File: src/rtl/eq_cmp_arbiter.sv
// Shares one 32-bit equality comparator between two val/rdy requesters.
// Round-robin grant, one transaction in flight, registered operands and result.
module eq_cmp_arbiter #(
  parameter int unsigned p_nbits = 32
) (
  input  logic               clk,
  input  logic               reset,

  input  logic               req0_val,
  output logic               req0_rdy,
  input  logic [p_nbits-1:0] req0_in0,
  input  logic [p_nbits-1:0] req0_in1,
  output logic               resp0_val,
  input  logic               resp0_rdy,
  output logic               resp0_eq,

  input  logic               req1_val,
  output logic               req1_rdy,
  input  logic [p_nbits-1:0] req1_in0,
  input  logic [p_nbits-1:0] req1_in1,
  output logic               resp1_val,
  input  logic               resp1_rdy,
  output logic               resp1_eq,

  output logic               busy
);

  typedef enum logic [1:0] {StIdle, StCmp, StResp} state_e;

  state_e             state_q, state_d;
  logic               prio_q, prio_d;
  logic               gnt_q, gnt_d;
  logic               eq_q, eq_d;
  logic [p_nbits-1:0] op0_q, op0_d;
  logic [p_nbits-1:0] op1_q, op1_d;
  logic               cmp_eq;

  // Shared comparator, fed only from the operand registers.
  assign cmp_eq = (op0_q == op1_q);

  always_ff @(posedge clk) begin
    if (reset) begin
      state_q <= StIdle;
      prio_q  <= 1'b0;
      gnt_q   <= 1'b0;
      eq_q    <= 1'b0;
      op0_q   <= '0;
      op1_q   <= '0;
    end else begin
      state_q <= state_d;
      prio_q  <= prio_d;
      gnt_q   <= gnt_d;
      eq_q    <= eq_d;
      op0_q   <= op0_d;
      op1_q   <= op1_d;
    end
  end

  always_comb begin
    state_d = state_q;
    prio_d  = prio_q;
    gnt_d   = gnt_q;
    eq_d    = eq_q;
    op0_d   = op0_q;
    op1_d   = op1_q;
    unique case (state_q)
      StIdle: begin
        if (req0_rdy || req1_rdy) begin
          state_d = StCmp;
          gnt_d   = req1_rdy;
          op0_d   = req1_rdy ? req1_in0 : req0_in0;
          op1_d   = req1_rdy ? req1_in1 : req0_in1;
        end
      end
      StCmp: begin
        eq_d    = cmp_eq;
        state_d = StResp;
      end
      StResp: begin
        if (gnt_q ? resp1_rdy : resp0_rdy) begin
          state_d = StIdle;
          prio_d  = ~gnt_q;
        end
      end
      default: state_d = StIdle;
    endcase
  end

  // Ties go to prio_q; a lone valid requester always wins.
  always_comb begin
    req0_rdy  = (state_q == StIdle) && !reset && req0_val && (!req1_val || !prio_q);
    req1_rdy  = (state_q == StIdle) && !reset && req1_val && (!req0_val ||  prio_q);
    resp0_val = (state_q == StResp) && !reset && !gnt_q;
    resp1_val = (state_q == StResp) && !reset &&  gnt_q;
    resp0_eq  = resp0_val && eq_q;
    resp1_eq  = resp1_val && eq_q;
    busy      = (state_q != StIdle) && !reset;
  end

endmodule

File: config.mk
export PLATFORM = sky130hd
export DESIGN_NAME = eq_cmp_arbiter
export DESIGN_NICKNAME = d
export VERILOG_FILES = /design/src/rtl/eq_cmp_arbiter.sv
export SDC_FILE = /design/constraint.sdc
export NUM_CORES = 1
export LEC_CHECK = 0
export CORE_MARGIN = 8
export CORE_UTILIZATION = 40
export CTS_BUF_LIST = sky130_fd_sc_hd__clkbuf_4 sky130_fd_sc_hd__clkbuf_8 sky130_fd_sc_hd__clkbuf_16
export CTS_CLUSTER_DIAMETER = 200
export DETAILED_ROUTE_END_ITERATION = 16
export PLACE_DENSITY_LB_ADDON = 0.3
export SLEW_MARGIN = 0
export SYNTH_ARGS = -nofsm -noshare
export SYNTH_HDL_FRONTEND = slang
export SYNTH_SLANG_ARGS = --single-unit
File: constraint.sdc
create_clock -name clk -period 1.8 [get_ports clk]
set_input_delay 0.54 -clock clk [delete_from_list [all_inputs] [get_ports clk]]
set_output_delay 0.54 -clock clk [all_outputs]
set_load 0.01 [all_outputs]
==> results.txt <==
The areal power density over the cells came out at 762 nW/um^2. The async set or reset register ratio after synthesis came out at 0. The number of antenna violations at the first check in global routing came to 0.

After clock tree synthesis, the clock-pin slew on the worst setup and hold paths is 0.07 ns. The ratio of cells with drive above 1 in the final layout came out at 0.152. The endpoint of the most critical setup path is req0_rdy.

The final clock skew came out at 0.0115 ns. The number of input and output port buffers inserted came out at 140. The latest clock arrival within the worst-skew pair came out at 0.34 ns.

The area of the multi-input gates is 2070 sq um. Buffers inserted during clock tree synthesis total 9. The global-route usage over all layers came out at 0.171. The sequential cells in the finished layout cover a total of 1390 sq um. The warning count from the yosys run is 0. For the worst flop-to-flop path, the logic depth is 7. The arrival time at the worst endpoint came out at 1.28 ns. The overall overflow remaining after global route came out at 0. The mean cell area of the mapped netlist is 8.34 sq um. No sink is reached through more buffers than the 2 on the longest clock path. Traced cell by cell, the critical path runs through nor3_4, nand3_2, inv_2, buf_6.

The number of clock sinks seen by CTS is 69. The highest clock frequency the design can meet is 0.549 GHz. The number of flops mapped to enable cells by yosys is 0.

The fraction of the cycle the final worst path needs is 1.01. The worst setup path is captured at an output port. The detailed-route via count came out at 3,488.

The global placement routability congestion came out at 0.783. The synthesized design contains 69 register bits. The most used flip-flop cell after synthesis is sky130_fd_sc_hd__dfxtp_1. At the pin with the least slew margin, the transition time is 0.595 ns. For this run, the register share of the synthesized area comes to 0.383.

The slowest library cell on the worst path is sky130_fd_sc_hd__dfxtp_4. The required time at the worst-slack endpoint came out at 1.26 ns. The net count after synthesis came out at 567. The starting density of the core is 0.414. The category of the most critical setup path is flip-flop to output port. The checks that failed: setup timing. The via count of the first global-routing pass is 3,573. The origin of the critical flop-to-flop path is state_q[1]$_SDFFE_PP0P_.

For this design, the CTS-stage hold fixing added 0 buffers. For this run, the post-layout net count is 696. In the routed design, unresolved DRC markers number 0.

The origin of the worst min-delay path is op0_q[3]$_SDFFE_PP0P_. In the final routed layout, each cell accounts on average for 16.2 um. The type of the tightest min-delay check is flip-flop to flip-flop.

The area growth from synthesis to final layout is 46.4%. The number of endpoints with negative hold slack in the final report is 0. The repair_antennas step left the layout with diodes totalling 0. The floorplan row count is 34.

The share of Yosys cell area claimed by the top area cell type came out at 0.383. The library cell with the highest instance count after synthesis is sky130_fd_sc_hd__nand2_1. The count of pins on the block boundary is 141. The area enclosed by the die boundary is 12,300 sq um. For this design the static power due to leakage is 0.00187 uW. In the post-route analysis, the smallest setup slack over all paths is -0.0203 ns.

By count the netlist is led by sky130_fd_sc_hd__nand2_1 (132), sky130_fd_sc_hd__dfxtp_1 (69), sky130_fd_sc_hd__nor2_1 (69), sky130_fd_sc_hd__a311oi_2 (40), sky130_fd_sc_hd__a311oi_1 (24). The number of slew-limit violations in the final report is 0. The cell count after synthesis came out at 433. The overall power of the completed layout is 4030 uW. The area of the core region came out at 8720 sq um.

The die height is 111 um. The number of cells in the finished layout apart from fillers came out at 672. The flow ran to the end, but the final reports show violations. The synthesized design spends more area on one cell type than any other, namely sky130_fd_sc_hd__dfxtp_1. Setup repair after global routing could not meet its margin everywhere. The setup slack of the most critical reg-to-reg path is 0.17 ns.

The critical path starts at state_q[1]$_SDFFE_PP0P_. The final setup violation count is 2. The cell at the root of the clock tree is sky130_fd_sc_hd__clkbuf_8.

The cell area after synthesis came out at 3610 sq um. The synthesized netlist contains 27 unique library cells. The global-route wire length before repair came out at 17,500 um.

The smallest clock period supported by the final layout is computed as 1.82 ns. The die is 111 um wide. The number of fill cells in the layout is 767.

The number of detailed-route iterations in the first pass is 4. Along the worst path, the maximum fanout reaches 3. In the post-synthesis netlist, the biggest area contributors are sky130_fd_sc_hd__dfxtp_1 (38%), sky130_fd_sc_hd__a311oi_2 (17%), sky130_fd_sc_hd__nand2_1 (14%). The ratio of routed vias to standard cells came out at 5.19. In this run the remaining antenna-violating nets after routing total 0. The maximum number of pins on one net before global-route repair came out at 95. STA classifies the critical path startpoint as a flip-flop. TritonCTS built the clock tree.

Including well taps, the total number of placed cells is 658. The total detailed-routing wirelength is 10,900 um. CTS built an H-tree with a depth of 3.

The number of maximum-capacitance constraint violations came out at 0. The largest single stage delay on the critical path is 0.37 ns. The worst hold margin is 0.494 ns.

The worst pin sits at a relative slew slack of 0.603. The worst vdd rail ir drop is 0.000348 V. The destination of the worst register-to-register timing path is op1_q[0]$_SDFFE_PP0P_. For this block, the initial DRC count from the detailed router was 144.

The HPWL after detailed placement is 7880 um.
==> routing by layer <==
metal	global-route usage	wire [um]	up-vias
met5	0	0	-
met4	0.0489	124	0
met3	0.0547	727	11
met2	0.279	5150	111
met1	0.209	4890	1614
li1	-	-	1752
==> critical path: cells and delay by family (launching register included) <==
kind | cells | cell delay [ns]
flip-flops | 1 | 0.37
AND/OR/NAND/NOR | 2 | 0.36
buffers and inverters | 2 | 0.22
==> metrics by stage <==
stage	setup WS (ns)	TNS, ns	utilization	instance area, sq um
finish	-0.0203	-0.0344	0.606	5290
global route	-0.102	-0.261	0.606	5290
CTS	-0.163	-4.17	0.601	5240
detailed placement	-0.615	-39.52	0.583	5080
global placement	-0.561	-37.25	0.583	5080
floorplan	-0.0468	-0.0468	-	3640
==> kinds of logic after synthesis <==
kind of cell,synth area share
AOI/OAI and AO/OA,0.231
xor gates and xnor gates,0.0776
buffers and inverters,0.0523
DFF,0.383
muxes,0.00277
and+or+nand+nor,0.253
==> power breakdown <==
group | internal (uW) | switching (uW) | total (uW)
Sequential | 1700 | 127 | 1830
Combinational | 622 | 515 | 1140
Clock | 528 | 531 | 1060
==> flip-flops by register name, indices dropped and copies added (netlist names) <==
| name | cells |
|---|---|
| op1_q | 32 |
| prio_q | 1 |
| state_q | 2 |
| gnt_q | 1 |
| eq_q | 1 |
| op0_q | 32 |
==> layout by cell type (no fill, tap or decap), drive strengths merged <==
| cell | n |
|---|---|
| nand2b | 4 |
| nand3 | 3 |
| dfxtp | 69 |
| mux2i | 1 |
| a311oi | 64 |
| o21ai | 2 |
| xor2 | 9 |
| nand2 | 132 |
| inv | 2 |
| nor2 | 69 |
| clkbuf | 12 |
| and2 | 2 |
| nand4 | 6 |
| nor3 | 2 |
| xnor2 | 23 |
| nand3b | 1 |
| clkinvlp | 1 |
| dlygate4sd2 | 2 |
| nor4 | 4 |
| clkinv | 1 |
| buf | 21 |
| clkdlybuf4s50 | 130 |
| nor2b | 1 |
| a21oi | 3 |
==> final cells by class <==
type	count	area share
Inverter	2	0.00189
Tap cell	108	0.0256
Multi-Input combinational cell	326	0.393
Timing Repair Buffer	154	0.287
Clock buffer	11	0.0275
Clock inverter	2	0.00237
Sequential cell	69	0.263
==> worst min path at each step <==
stage | slack (ns) | endpoint | cells past startpoint
finish | 0.49 | op0_q[3]$_SDFFE_PP0P_ | 2
global route | 0.51 | op0_q[1]$_SDFFE_PP0P_ | 2
detailed placement | 0.48 | op0_q[1]$_SDFFE_PP0P_ | 2
floorplan | 0.46 | eq_q$_SDFFE_PP0N_ | 2
global placement | 0.48 | op0_q[1]$_SDFFE_PP0P_ | 2
CTS | 0.50 | op0_q[1]$_SDFFE_PP0P_ | 2
==> what timing repair did <==
item	CTS	global route
resized for setup	23	25
setup endpoints to repair	72	72
buffers inserted	0	1
pin swaps	4	3
(Power assumes the default switching activity.)
